### config.mk
export PLATFORM = sky130hd
export DESIGN_NAME = ultrasonic_ranger_mc
export DESIGN_NICKNAME = d
export VERILOG_FILES = /design/src/rtl/ultrasonic_ranger_mc.sv
export SDC_FILE = /design/constraint.sdc
export NUM_CORES = 1
export LEC_CHECK = 0
export ABC_AREA = 1
export CORE_MARGIN = 4
export CORE_UTILIZATION = 57
export DETAILED_ROUTE_END_ITERATION = 8
export GPL_ROUTABILITY_DRIVEN = 0
export GPL_TIMING_DRIVEN = 1
export HOLD_SLACK_MARGIN = 0.1
export PLACE_DENSITY = 0.8
export SLEW_MARGIN = 20
export SYNTH_ARGS = -nofsm -noshare
export SYNTH_HDL_FRONTEND = slang
export SYNTH_SLANG_ARGS = --single-unit
### constraint.sdc
create_clock -name clk -period 3.6 [get_ports clk]
set_input_delay 0.54 -clock clk [delete_from_list [all_inputs] [get_ports clk]]
set_output_delay 0.54 -clock clk [all_outputs]
set_load 0.005 [all_outputs]
### src/rtl/ultrasonic_ranger_mc.sv
// Multi-channel ultrasonic ranger. Channels are served round-robin: trigger
// pulse, echo timing in microseconds, divider-free cm conversion, timeout flags.
module ultrasonic_ranger_mc #(
    parameter int CLK_HZ     = 27000000,
    parameter int N_CH       = 4,
    parameter int TRIG_US    = 10,
    parameter int PERIOD_US  = 60000,
    parameter int TIMEOUT_US = 30000,
    parameter int US_PER_CM  = 58,
    parameter int DIST_W     = 10,
    parameter int CH_W       = 4
) (
    input  logic                   clk,
    input  logic                   rst,
    input  logic                   enable,
    input  logic [N_CH-1:0]        echo,
    output logic [N_CH-1:0]        trig,
    output logic [N_CH*DIST_W-1:0] dist_cm,
    output logic                   dist_valid,
    output logic [CH_W-1:0]        dist_ch,
    output logic [N_CH-1:0]        timeout,
    output logic                   busy
);
    localparam int DIV       = CLK_HZ / 1000000;
    localparam int TRIG_CLKS = TRIG_US * DIV;
    localparam int PRE_W     = (DIV > 1) ? $clog2(DIV) : 1;
    localparam int TRG_W     = $clog2(TRIG_CLKS + 1);
    localparam int PER_W     = $clog2(PERIOD_US + 1);
    localparam int US_W      = $clog2(TIMEOUT_US + 1);
    localparam int SUB_W     = (US_PER_CM > 1) ? $clog2(US_PER_CM) : 1;

    localparam logic [PRE_W-1:0]  PRE_LAST  = PRE_W'(DIV - 1);
    localparam logic [TRG_W-1:0]  TRIG_LAST = TRG_W'(TRIG_CLKS - 1);
    localparam logic [PER_W-1:0]  PER_END   = PER_W'(PERIOD_US);
    localparam logic [PER_W-1:0]  PER_PRE   = PER_W'(PERIOD_US - 1);
    localparam logic [US_W-1:0]   US_END    = US_W'(TIMEOUT_US);
    localparam logic [SUB_W-1:0]  SUB_LAST  = SUB_W'(US_PER_CM - 1);
    localparam logic [DIST_W-1:0] CM_MAX    = '1;
    localparam logic [CH_W-1:0]   CH_LAST   = CH_W'(N_CH - 1);

    typedef enum logic [2:0] {
        S_IDLE,
        S_TRIG,
        S_WAIT_RISE,
        S_MEASURE,
        S_GAP
    } state_t;

    state_t              r_state;
    state_t              w_state_next;
    logic [CH_W-1:0]     r_ch;
    logic [CH_W-1:0]     w_ch_next;
    logic [N_CH-1:0]     r_sync1;
    logic [N_CH-1:0]     r_sync2;
    logic [PRE_W-1:0]    r_pre;
    logic [TRG_W-1:0]    r_trig_cnt;
    logic [PER_W-1:0]    r_period;
    logic [US_W-1:0]     r_us;
    logic [SUB_W-1:0]    r_sub;
    logic [DIST_W-1:0]   r_cm;
    logic [N_CH-1:0]     r_trig;
    logic [N_CH*DIST_W-1:0] r_dist;
    logic                r_valid;
    logic [CH_W-1:0]     r_dist_ch;
    logic [N_CH-1:0]     r_timeout;

    logic                w_us_tick;
    logic                w_echo_sel;
    logic                w_us_expired;
    logic                w_period_done;
    logic                w_enter_trig;
    logic                w_enter_wait;
    logic                w_enter_meas;
    logic                w_done_ok;
    logic                w_done_to;
    logic [N_CH-1:0]     w_trig_next;
    logic [SUB_W-1:0]    w_sub_base;
    logic [SUB_W-1:0]    w_sub_next;
    logic [DIST_W-1:0]   w_cm_base;
    logic [DIST_W-1:0]   w_cm_next;

    assign w_us_tick     = (r_pre == PRE_LAST);
    assign w_us_expired  = (r_us == US_END);
    // Look one tick ahead so consecutive trigger starts are exactly PERIOD_US apart.
    assign w_period_done = (r_period == PER_END) || (w_us_tick && (r_period == PER_PRE));

    always_comb begin
        w_echo_sel = 1'b0;
        for (int k = 0; k < N_CH; k++) begin
            if (r_ch == CH_W'(k)) w_echo_sel = r_sync2[k];
        end
    end

    always_comb begin
        w_state_next = r_state;
        w_ch_next    = r_ch;
        w_enter_trig = 1'b0;
        w_enter_wait = 1'b0;
        w_enter_meas = 1'b0;
        w_done_ok    = 1'b0;
        w_done_to    = 1'b0;
        case (r_state)
            S_IDLE: begin
                if (enable) begin
                    w_state_next = S_TRIG;
                    w_enter_trig = 1'b1;
                end
            end
            S_TRIG: begin
                if (r_trig_cnt == TRIG_LAST) begin
                    w_state_next = S_WAIT_RISE;
                    w_enter_wait = 1'b1;
                end
            end
            S_WAIT_RISE: begin
                if (w_echo_sel) begin
                    w_state_next = S_MEASURE;
                    w_enter_meas = 1'b1;
                end else if (w_us_expired) begin
                    w_state_next = S_GAP;
                    w_done_to    = 1'b1;
                end
            end
            S_MEASURE: begin
                if (!w_echo_sel) begin
                    w_state_next = S_GAP;
                    w_done_ok    = 1'b1;
                end else if (w_us_expired) begin
                    w_state_next = S_GAP;
                    w_done_to    = 1'b1;
                end
            end
            S_GAP: begin
                if (w_period_done) begin
                    w_ch_next = (r_ch == CH_LAST) ? '0 : r_ch + 1'b1;
                    if (enable) begin
                        w_state_next = S_TRIG;
                        w_enter_trig = 1'b1;
                    end else begin
                        w_state_next = S_IDLE;
                    end
                end
            end
            default: w_state_next = S_IDLE;
        endcase
    end

    always_comb begin
        w_trig_next = '0;
        for (int k = 0; k < N_CH; k++) begin
            w_trig_next[k] = (w_state_next == S_TRIG) && (w_ch_next == CH_W'(k));
        end
    end

    // The tick in the rise-detect cycle is counted so W us of echo gives exactly W ticks.
    always_comb begin
        w_sub_base = w_enter_meas ? '0 : r_sub;
        w_cm_base  = w_enter_meas ? '0 : r_cm;
        w_sub_next = w_sub_base;
        w_cm_next  = w_cm_base;
        if (w_us_tick && (w_enter_meas || (r_state == S_MEASURE))) begin
            if (w_sub_base == SUB_LAST) begin
                w_sub_next = '0;
                if (w_cm_base != CM_MAX) w_cm_next = w_cm_base + 1'b1;
            end else begin
                w_sub_next = w_sub_base + 1'b1;
            end
        end
    end

    always_ff @(posedge clk) begin
        if (rst) begin
            r_state    <= S_IDLE;
            r_ch       <= '0;
            r_sync1    <= '0;
            r_sync2    <= '0;
            r_pre      <= '0;
            r_trig_cnt <= '0;
            r_period   <= '0;
            r_us       <= '0;
            r_sub      <= '0;
            r_cm       <= '0;
        end else begin
            r_state <= w_state_next;
            r_ch    <= w_ch_next;
            r_sync1 <= echo;
            r_sync2 <= r_sync1;
            r_sub   <= w_sub_next;
            r_cm    <= w_cm_next;

            if (w_enter_trig || w_us_tick) r_pre <= '0;
            else                           r_pre <= r_pre + 1'b1;

            if (w_enter_trig)              r_trig_cnt <= '0;
            else if (r_state == S_TRIG)    r_trig_cnt <= r_trig_cnt + 1'b1;

            if (w_enter_trig)                          r_period <= '0;
            else if (w_us_tick && r_period != PER_END) r_period <= r_period + 1'b1;

            if (w_enter_wait)                      r_us <= '0;
            else if (w_us_tick && r_us != US_END)  r_us <= r_us + 1'b1;
        end
    end

    always_ff @(posedge clk) begin
        if (rst) begin
            r_trig    <= '0;
            r_dist    <= '0;
            r_valid   <= 1'b0;
            r_dist_ch <= '0;
            r_timeout <= '0;
        end else begin
            r_trig  <= w_trig_next;
            r_valid <= w_done_ok || w_done_to;
            if (w_done_ok || w_done_to) r_dist_ch <= r_ch;
            for (int k = 0; k < N_CH; k++) begin
                if (r_ch == CH_W'(k)) begin
                    if (w_done_ok) begin
                        r_dist[k*DIST_W +: DIST_W] <= r_cm;
                        r_timeout[k]               <= 1'b0;
                    end else if (w_done_to) begin
                        r_timeout[k] <= 1'b1;
                    end
                end
            end
        end
    end

    assign trig       = r_trig;
    assign dist_cm    = r_dist;
    assign dist_valid = r_valid;
    assign dist_ch    = r_dist_ch;
    assign timeout    = r_timeout;
    assign busy       = (r_state != S_IDLE);

endmodule

# After elaboration in Yosys (flattened, before gate mapping)
# Cells that the tools add are included.
# Widths: inputs -> output; s select.
[word_totals]
inputBits = 7
register_bits = 129
elab_cells = 113
[op_classes]
addsub = 7
n_reduce_logical = 28
eq_ne = 20
n_mux = 37
[op_table]
columns = ["operator", "count"]
rows = [
  ["$mux 10", 4],
  ["$eq 16x16->1 const B", 2],
  ["$mux 1", 18],
  ["$mux 3", 6],
  ["$mux 6", 3],
  ["$add 16x1->16 const B", 1],
  ["$eq 4x2->1 const B", 4],
  ["$ne 16x16->1 const B", 1],
  ["$reduce_and 2->1", 8],
  ["$add 15x1->15 const B", 1],
  ["$eq 15x15->1 const B", 1],
  ["$ne 15x15->1 const B", 1],
  ["$pmux 3 s5", 1],
  ["$mux 4", 3],
  ["$add 10x1->10 const B", 1],
  ["$ne 10x10->1 const B", 1],
  ["$add 9x1->9 const B", 1],
  ["$eq 9x9->1 const B", 1],
  ["$eq 4x1->1 const B", 2],
  ["$logic_and 1x1->1", 8],
  ["$logic_not 4->1", 2],
  ["$add 6x1->6 const B", 1],
  ["$eq 3x1->1 const B", 2],
  ["$eq 3x2->1 const B", 2],
  ["other kinds (11)", 17],
]

# Depth between registers and ports, before layout
# Gate-level depths: netlist of run 1.
[depth]
depth_word = 12
mapped_depth = 22
mapped_depth_nobuf = 21

# Least setup slack after synthesis of run 1
# OpenSTA, ideal clock, no wires.
[synth_timing]
kind = "register to register"
start = "register r_ch[1]"
end = "register r_cm[8]"
t_arrival_ns = 2.361
period_less_slack_ns = 2.476
slack_ns = 1.124
path_stages_with_launch = 23
required_ns = 3.485
cell_sequence = "dfxtp_1 inv_1 ha_1 nor2_1 nand3_1 nand3_2 nand2_2 nand2_4 nand2_4 buf_6 inv_1 nor2_1 inv_1 ha_1 nand3_1 inv_1 nand4_4 nor2_8 nand2_2 nor2_2 nand3_1 nand2_1 nor2_1"
[synth_via]
elab_chain_cells = 12
elab_cells_between_ends = 20
classes_between = "1 x add/sub; 5 x eq/ne; 11 x mux; 3 x reduce/logical"
[synth_lines]
columns = ["element", "line", "source"]
rows = [
  ["start: declaration", "51", "logic [CH_W-1:0] r_ch;"],
  ["start signal: assignment", "185", "r_ch <= w_ch_next;"],
  ["$logic_not 4->1", "90", "if (r_ch == CH_W'(k)) w_echo_sel = r_sync2[k];"],
  ["$mux 1 (3 in a row)", "90", ""],
  ["$mux 1 (*)", "90", ""],
  ["$mux 1 (*)", "116", "if (w_echo_sel) begin"],
  ["$mux 1 (*)", "102", "case (r_state)"],
  ["$mux 10", "158", "w_cm_base = w_enter_meas ? '0 : r_cm;"],
  ["$add 10x1->10 or $ne 10x10->1 (tied branches)", "164", "if (w_cm_base != CM_MAX) w_cm_next = w_cm_base + 1'b1;"],
  ["$mux 10", "164", ""],
  ["$mux 10", "162", "if (w_sub_base == SUB_LAST) begin"],
  ["$mux 10 (*)", "161", "if (w_us_tick && (w_enter_meas || (r_state == S_MEASURE))) begin"],
  ["end signal: assignment", "189", "r_cm <= w_cm_next;"],
  ["end: declaration", "60", "logic [DIST_W-1:0] r_cm;"],
]
# Every way passes the cells marked *; elsewhere a longest branch is shown, timed or not.
# A chain may end at the register's enable or synchronous reset.

# Worst setup path in the final report of run 1
# Same ends and word-level chain as after synthesis.

==> results of run 1 <==
Yosys cell counts (3+ instances only):
cell type,count
a21oi_1,79
buf_2,10
clkbuf_1,7
dfxtp_1,129
ha_1,15
inv_1,87
inv_2,7
nand2_1,133
nand2_2,13
nand2_4,5
nand3_1,59
nand3b_1,4
nand4_1,12
nor2_1,122
nor2_2,7
nor3_1,20
nor3_2,3
nor3b_1,3
nor4_1,8
o21ai_0,23
o21bai_1,3
or2_0,4
xnor2_1,6
xor2_1,7
worst paths after layout:
path	startpoint	end	slack, ps	depth (start not counted)
worst min-delay path	r_sync1[0]	r_sync2[0]	400	2
worst max register to register	r_ch[1]	r_cm[8]	590	21
worst max-delay path	r_ch[1]	r_cm[8]	590	21
worst min register to register	r_sync1[0]	r_sync2[0]	400	2
sequential cells by signal, summed over array words and instances, names as in the netlist:
register,cells
timeout,4
dist_ch,4
r_us,15
r_period,16
r_sub,6
r_cm,10
r_state,3
dist_valid,1
r_sync1,4
r_pre,5
r_trig_cnt,9
trig,4
dist_cm,40
r_sync2,4
r_ch,4
cell families after synthesis:
group,after synthesis
AOI/OAI and AO/OA,116
xor gates and xnor gates,13
adders and majority gates,15
buffers and inverters,118
DFF,129
and+or+nand+nor,409
where the power goes:
part	leakage [nW]	switching (mW)	total, mW	internal (mW)
sequential	1.04	0.00537	1.44	1.44
combinational	1.48	0.0474	0.0695	0.0221
clock	0.250	0.652	1.54	0.891
metrics by stage:
step	utilization, %	hold slack, ps	power [mW]	area (um2)
global route	69.97	428.2	3.160	7191
detailed placement	64.67	395.2	1.543	6646
CTS	69.97	403.9	3.084	7191
finish	69.97	402.9	3.055	7191
floorplan	-	388.3	1.519	5981
global placement	64.67	393.0	1.541	6646
layout by cell type (no fill, tap or decap), types with 2 or more instances in the layout:
| cell | count |
|---|---|
| a21oi_1 | 79 |
| a31oi_1 | 2 |
| buf_4 | 3 |
| clkbuf_16 | 16 |
| clkbuf_8 | 3 |
| clkdlybuf4s50_1 | 59 |
| clkinv_2 | 2 |
| clkinvlp_4 | 6 |
| dfxtp_1 | 129 |
| ha_1 | 15 |
| inv_1 | 87 |
| inv_2 | 7 |
| inv_6 | 5 |
| nand2_1 | 133 |
| nand2_2 | 13 |
| nand2_4 | 5 |
| nand2_8 | 2 |
| nand3_1 | 59 |
| nand3_2 | 2 |
| nand3b_1 | 4 |
| nand4_1 | 12 |
| nor2_1 | 122 |
| nor2_2 | 7 |
| nor2_4 | 2 |
| nor3_1 | 20 |
| nor3_2 | 3 |
| nor3_4 | 2 |
| nor3b_1 | 3 |
| nor4_1 | 8 |
| o21a_1 | 2 |
| o21ai_0 | 23 |
| o21ai_1 | 2 |
| o21bai_1 | 3 |
| or2_0 | 4 |
| or2_2 | 2 |
| xnor2_1 | 6 |
| xor2_1 | 7 |
area by class of cell:
| cell class | count | area (um2) | share of cell area (%) |
|---|---|---|---|
| inverter | 96 | 364.1 | 5.064 |
| tap | 136 | 170.2 | 2.366 |
| timing repair buffer | 63 | 618.1 | 8.596 |
| clock buffer | 19 | 441.7 | 6.142 |
| clock inverter | 13 | 102.6 | 1.427 |
| multi-input combinational | 553 | 2912 | 40.49 |
| sequential | 129 | 2582 | 35.91 |
routing by layer:
metal  up-vias  track usage [%]  routed length (um)
met5         -                0                   0
met4         0            10.02                 257
met3        22            5.644                 576
met2       121            39.44                6699
met1      2504            25.37                5737
li1       2708                -                   -
worst register-to-register path: stages (launching register included):
cell and delay (ps):
dfxtp_1 370, inv_1 110, ha_1 230, nor2_1 130, nand3_1 110, nand3_2 90, nand2_2 60, nand2_4 80
nand2_4 190, inv_1 250, nor2_1 110, inv_1 70, ha_1 140, nand3_1 90, inv_1 110, nand4_4 150
nor2_8 200, nand2_2 100, nor2_2 120, nand3_1 90, nand2_1 70, nor2_1 40
==> summary.md, run 1 <==
| Metric | Value |
|---|---|
| Post-Place Worst Slack | 704.8 ps |
| Combinational family with the most area after synthesis | simple AND/OR/NAND/NOR gates |
| Leakage power | 2.776 nW |
| Largest net degree at the start of global routing | 59 |
| Fin. max-slew vios | 0 |
| Width of the die | 110.4 um |
| Seq cells post-synth | 129 |
| VDD IR-drop max | 396.9 uV |
| Nets | 882 |
| Layout cells sized above 1 | 10.31% |
| Final Hold Fails | 0 |
| Yosys top cell area share | 43.18% |
| DP HPWL | 9204 um |
| Cells after DPL | 977 |
| Via count | 5355 |
| CTS root buf | clkbuf_8 |
| Fin crit period | 3015 ps |
| 1st-pass router iterations | 5 |
| Core area | 10280 um2 |
| PortBufs | 60 |
| Tightest Hold Check Type | reg -> reg |
| Initial DRC count | 273 |
| Row count | 37 |
| Fin crit share | 83.75% |
| Worst Path Required | 4020 ps |
| Clk buf depth | 2 |
| TritonCTS clock tree | yes |
| Setup bufs post-CTS | 0 |
| Max_slew headroom | 58.53% |
| TritonCTS sink count | 129 |
| Post-CTS Hold Fix Bufs | 0 |
| Crit path buf inv count | 4 |
| Adder-Cell Fraction of Synth Area | 3.138% |
| CP max stage delay | 370 ps |
| Vias per inst | 5.307 |
| EDFF count, synth | 0 |
| Async SR Flop Fraction | 0% |
| Synth cell types | 49 |
| Post-cts sizing count | 0 |
| Top area cells in the synthesized netlist | dfxtp_1, nand2_1, nor2_1 |
| Power Dens Cells | 424.8 nW/um2 |
| Die area | 12190 um2 |
| Outcome | finished, final reports clean |
| IO Count | 61 |
| H-tree level count | 4 |
| Vias in the first global route | 5106 |
| DRT Wirelength | 13270 um |
| Clock Latency Late Sink | 520 ps |
| Number of antenna repair diodes | 0 |
| RSZ-0062 raised after global routing | false |
| Cell area after synthesis | 5981 um2 |
| Fillers | 827 |
| Number of buffers created by CTS | 17 |
| Tightest Pin Transition | 619.8 ps |
| Setup WS post-layout | 585.1 ps |
| Critical path class | reg -> reg |
| # setup viols final | 0 |
| Routed length per instance | 13.15 um |
| Worst-path clk slew | 60 ps |
| Die Ht | 110.4 um |
| Max frequency | 0.3317 GHz |
| Mux share of post-synthesis cell area | 0% |
| Area Growth Syn to Fin | 20.23% |
| Most used cell along the critical path | inv_1 |
| Synth Area in Simple Gates | 33.24% |
| Register area share after synthesis | 43.18% |
| Yosys warns | 0 |
| Gate Count Post-Synth | 800 |
| Initial antenna violation count | 0 |
| Avg Cell Area, Syn | 7.476 um2 |
| # DRC | 0 |
| CP Capture Type | flop |
| Post-Syn Nets | 822 |
| First-pass GRT wire length | 22860 um |
| Initial core utilization | 58.19% |
| Antenna Violating Nets Remaining | 0 |
| Yosys top cell by area | dfxtp_1 |
| # Max-Cap Violations | 0 |
| Cells along the critical path | inv_1 -> ha_1 -> nor2_1 -> nand3_1 -> nand3_2 -> nand2_2 -> nand2_4 -> nand2_4 -> inv_1 -> nor2_1 -> inv_1 -> ha_1 -> nand3_1 -> inv_1 -> nand4_4 -> nor2_8 -> nand2_2 -> nor2_2 -> nand3_1 -> nand2_1 -> nor2_1 |
| CP max FO | 20 |
| Setup TNS | 0 ps |
| Ys flop type | dfxtp_1 |
| Compound-cell area share of the yosys netlist | 10.40% |
| Xor and xnor fraction of the mapped netlist area | 1.904% |
| Critical-path top delay cell | dfxtp_1 |
| Layout Cells excl Fill | 1009 |
| Worst Skew | 7.716 ps |
| Overflow after GRT | 0 |
| Top delay family on crit path | simple AND/OR/NAND/NOR gates |
| Tot GR Track Use | 22.37% |
| Startpoint class of the critical path | flop |
| WP data arrival | 3430 ps |
(Power assumes the default switching activity.)
==> run 2, diff against run 1 <==
--- a/config.mk
+++ b/config.mk
@@ -7,12 +7,12 @@
 export LEC_CHECK = 0
 export ABC_AREA = 1
 export CORE_MARGIN = 4
-export CORE_UTILIZATION = 57
+export CORE_UTILIZATION = 51
 export DETAILED_ROUTE_END_ITERATION = 8
 export GPL_ROUTABILITY_DRIVEN = 0
 export GPL_TIMING_DRIVEN = 1
 export HOLD_SLACK_MARGIN = 0.1
-export PLACE_DENSITY = 0.8
+export PLACE_DENSITY = 0.76
 export SLEW_MARGIN = 20
 export SYNTH_ARGS = -nofsm -noshare
 export SYNTH_HDL_FRONTEND = slang
==> constraint.sdc (replaced) <==
create_clock -name clk -period 2.77 [get_ports clk]
set_input_delay 0.4155 -clock clk [delete_from_list [all_inputs] [get_ports clk]]
set_output_delay 0.4155 -clock clk [all_outputs]
set_load 0.005 [all_outputs]
==> summary.md, run 2 (same netlist as run 1, synthesis figures left out) <==
| Metric | Value |
|---|---|
| Tightest Hold Check Type | in -> reg |
| Routed length per instance | 12.46 um (-5.3%) |
| Max frequency | 0.3925 GHz (+18%) |
| Post-CTS Hold Fix Bufs | 0 (unchanged) |
| Fin crit share | 91.97% (+8.2 points) |
| Width of the die | 116.3 um (+5.3%) |
| Vias per inst | 5.071 (-4.4%) |
| M2 GR Usage | 31.31% (-8.1 points) |
| 1st-pass router iterations | 5 (unchanged) |
| Number of antenna repair diodes | 0 (unchanged) |
| DRT Wirelength | 12730 um (-4.1%) |
| M1 GR Usage | 25.64% (+0.27 points) |
| # Max-Cap Violations | 0 (unchanged) |
| Outcome | finished, final reports clean |
| M3 GR Usage | 5.492% (-0.15 points) |
| # setup viols final | 0 (unchanged) |
| Number of buffers created by CTS | 17 (unchanged) |
| Core area | 11470 um2 (+12%) |
| Row count | 39 (+5.4%) |
| CP Capture Type | flop |
| # DRC | 0 (unchanged) |
| Die Ht | 116.3 um (+5.3%) |
| Vias in the first global route | 4822 (-5.6%) |
| CTS root buf | clkbuf_16 |
| Top delay family on crit path | simple AND/OR/NAND/NOR gates |
| Largest net degree at the start of global routing | 59 (unchanged) |
| TritonCTS sink count | 129 (unchanged) |
| Overflow after GRT | 0 (unchanged) |
| Worst Path Required | 3080 ps (-940 ps) |
| Commonest non-fill, non-tap cell in the layout | nand2_1 |
| Power Dens Cells | 561.6 nW/um2 (+32%) |
| Critical-path top delay cell | dfxtp_1 |
| Worst-path clk slew | 60 ps (about the same) |
| IO Count | 61 (unchanged) |
| Cells after DPL | 989 (+1.2%) |
| Tightest Pin Transition | 615.9 ps (-3.863 ps) |
| WP data arrival | 2860 ps (-570 ps) |
| GRT busiest layer | met2 |
| Crit path buf inv count | 6 (+2) |
| H-tree level count | 4 (unchanged) |
| Area Growth Syn to Fin | 22.07% |
| TritonCTS clock tree | yes |
| Initial antenna violation count | 0 (unchanged) |
| Startpoint class of the critical path | flop |
| Final Hold Fails | 0 (unchanged) |
| Clk buf depth | 2 (unchanged) |
| Cells along the critical path | inv_1 -> ha_1 -> nand2_1 -> nand3_2 -> nand2_2 -> nand2_4 -> nand2_4 -> clkinvlp_4 -> nor2_2 -> inv_1 -> ha_1 -> nand3_1 -> inv_2 -> nand4_4 -> nor2_8 -> buf_12 -> nand2_2 -> inv_2 -> o21ai_2 -> nor2_1 |
| Fin crit period | 2548 ps (-467.2 ps) |
| Clock Latency Late Sink | 420 ps (-100 ps) |
| PortBufs | 60 (unchanged) |
| First-pass GRT wire length | 21620 um (-5.4%) |
| Tot GR Track Use | 19.83% (-2.5 points) |
| Max_slew headroom | 58.94% (+0.41 points) |
| Setup TNS | 0 ps (unchanged) |
| VDD IR-drop max | 531.3 uV (+34%) |
| Most frequent cells in the layout | nand2_1, dfxtp_1, nor2_1, inv_1, a21oi_1 |
| RSZ-0062 raised after global routing | false |
| Layout Cells excl Fill | 1022 (+1.3%) |
| Nets | 889 (+0.79%) |
| CP max FO | 6 (-70%) |
| Leakage power | 2.815 nW (+1.4%) |
| DP Area | 6693 um2 (+0.70%) |
| Antenna Violating Nets Remaining | 0 (unchanged) |
| Via count | 5183 (-3.2%) |
| Worst Skew | 7.537 ps (-0.1793 ps) |
| Initial core utilization | 52.15% (-6.0 points) |
| Initial DRC count | 399 (+46%) |
| Critical path class | reg -> reg |
| CP max stage delay | 380 ps (about the same) |
| Fin. max-slew vios | 0 (unchanged) |
| Largest register FFs | 40 (unchanged) |
| Design area | 7301 um2 (+1.5%) |
| Die area | 13520 um2 (+11%) |
| DP HPWL | 8806 um (-4.3%) |
| Layout cells sized above 1 | 11.49% (+1.2 points) |
| Final hold slack | 378.4 ps (-24.54 ps) |
==> run 2: changes by cell type in the layout (fill, tap and decap cells not counted) <==
cell | before | now
clkbuf_16 | 16 | 17
inv_1 | 87 | 83
buf_12 | 0 | 1
clkinv_4 | 1 | 3
nor2_2 | 7 | 8
bufinv_16 | 0 | 1
inv_2 | 7 | 10
buf_4 | 3 | 9
inv_6 | 5 | 1
nor2_1 | 122 | 121
==> run 2: area by class of cell <==
class	count	area [um2]
Sequential cell	129	2582
Multi-Input combinational cell	553	2914
Tap cell	143	178.9
Fill cell	986	4167
Timing Repair Buffer	70	683.2
Clock inverter	11	107.6
Clock buffer	20	466.7
Inverter	96	367.9
==> run 2: worst paths after layout <==
check / startpoint / endpoint / slack (ps) / cells past startpoint
max: r_ch[0] / r_cm[0] / 220 / 20
min: rst / r_state[0] / 380 / 4
max reg2reg: r_ch[0] / r_cm[0] / 220 / 20
min reg2reg: r_sync1[2] / r_sync2[2] / 400 / 2
==> run 2: layer usage <==
metal  share of wire, %  vias up
met5                  0        -
met4                2.1        0
met3                4.4       25
met2                 47       94
met1                 46     2331
li1                   -     2733
==> run 2: through the flow <==
step	power (mW)	worst slack, ps	utilization [%]
after floorplan	1.974	294.0	-
after global placement	2.006	263.9	58.36
after detailed placement	2.006	85.47	58.36
after CTS	4.137	65.99	63.37
after global routing	4.227	4.450	63.67
final	4.100	222.3	63.67
==> run 2: worst register-to-register path, stage by stage, from the launching register on <==
cell        delay, ps
dfxtp_1           380
inv_1             120
ha_1              220
nand2_1           120
nand3_2            90
nand2_2            80
nand2_4            70
nand2_4            80
clkinvlp_4        130
nor2_2            160
inv_1              60
ha_1              190
nand3_1           110
inv_2              60
nand4_4           130
nor2_8             70
buf_12            130
nand2_2            80
inv_2              40
o21ai_2           100
nor2_1             40
==> run 2: repair_timing <==
action / 4_1_cts / 5_1_grt
setup endpoints to repair: 0 / 10
resized for setup: 0 / 5
buffers inserted: 0 / 2
==> run 2: power by group <==
part / total, mW / switching, mW / internal, mW
clock network: 2.13 / 0.831 / 1.30
registers: 1.87 / 0.00712 / 1.87
logic: 0.0915 / 0.0615 / 0.0300
total: 4.10 / 0.900 / 3.20
==> run 3, diff against run 2 <==
--- a/config.mk
+++ b/config.mk
@@ -8,6 +8,7 @@
 export ABC_AREA = 1
 export CORE_MARGIN = 4
 export CORE_UTILIZATION = 51
+export CTS_CLUSTER_DIAMETER = 30
 export DETAILED_ROUTE_END_ITERATION = 8
 export GPL_ROUTABILITY_DRIVEN = 0
 export GPL_TIMING_DRIVEN = 1
==> results of run 3 <==
Same layout as run 2: the final DEF is identical, and so are final timing and power.
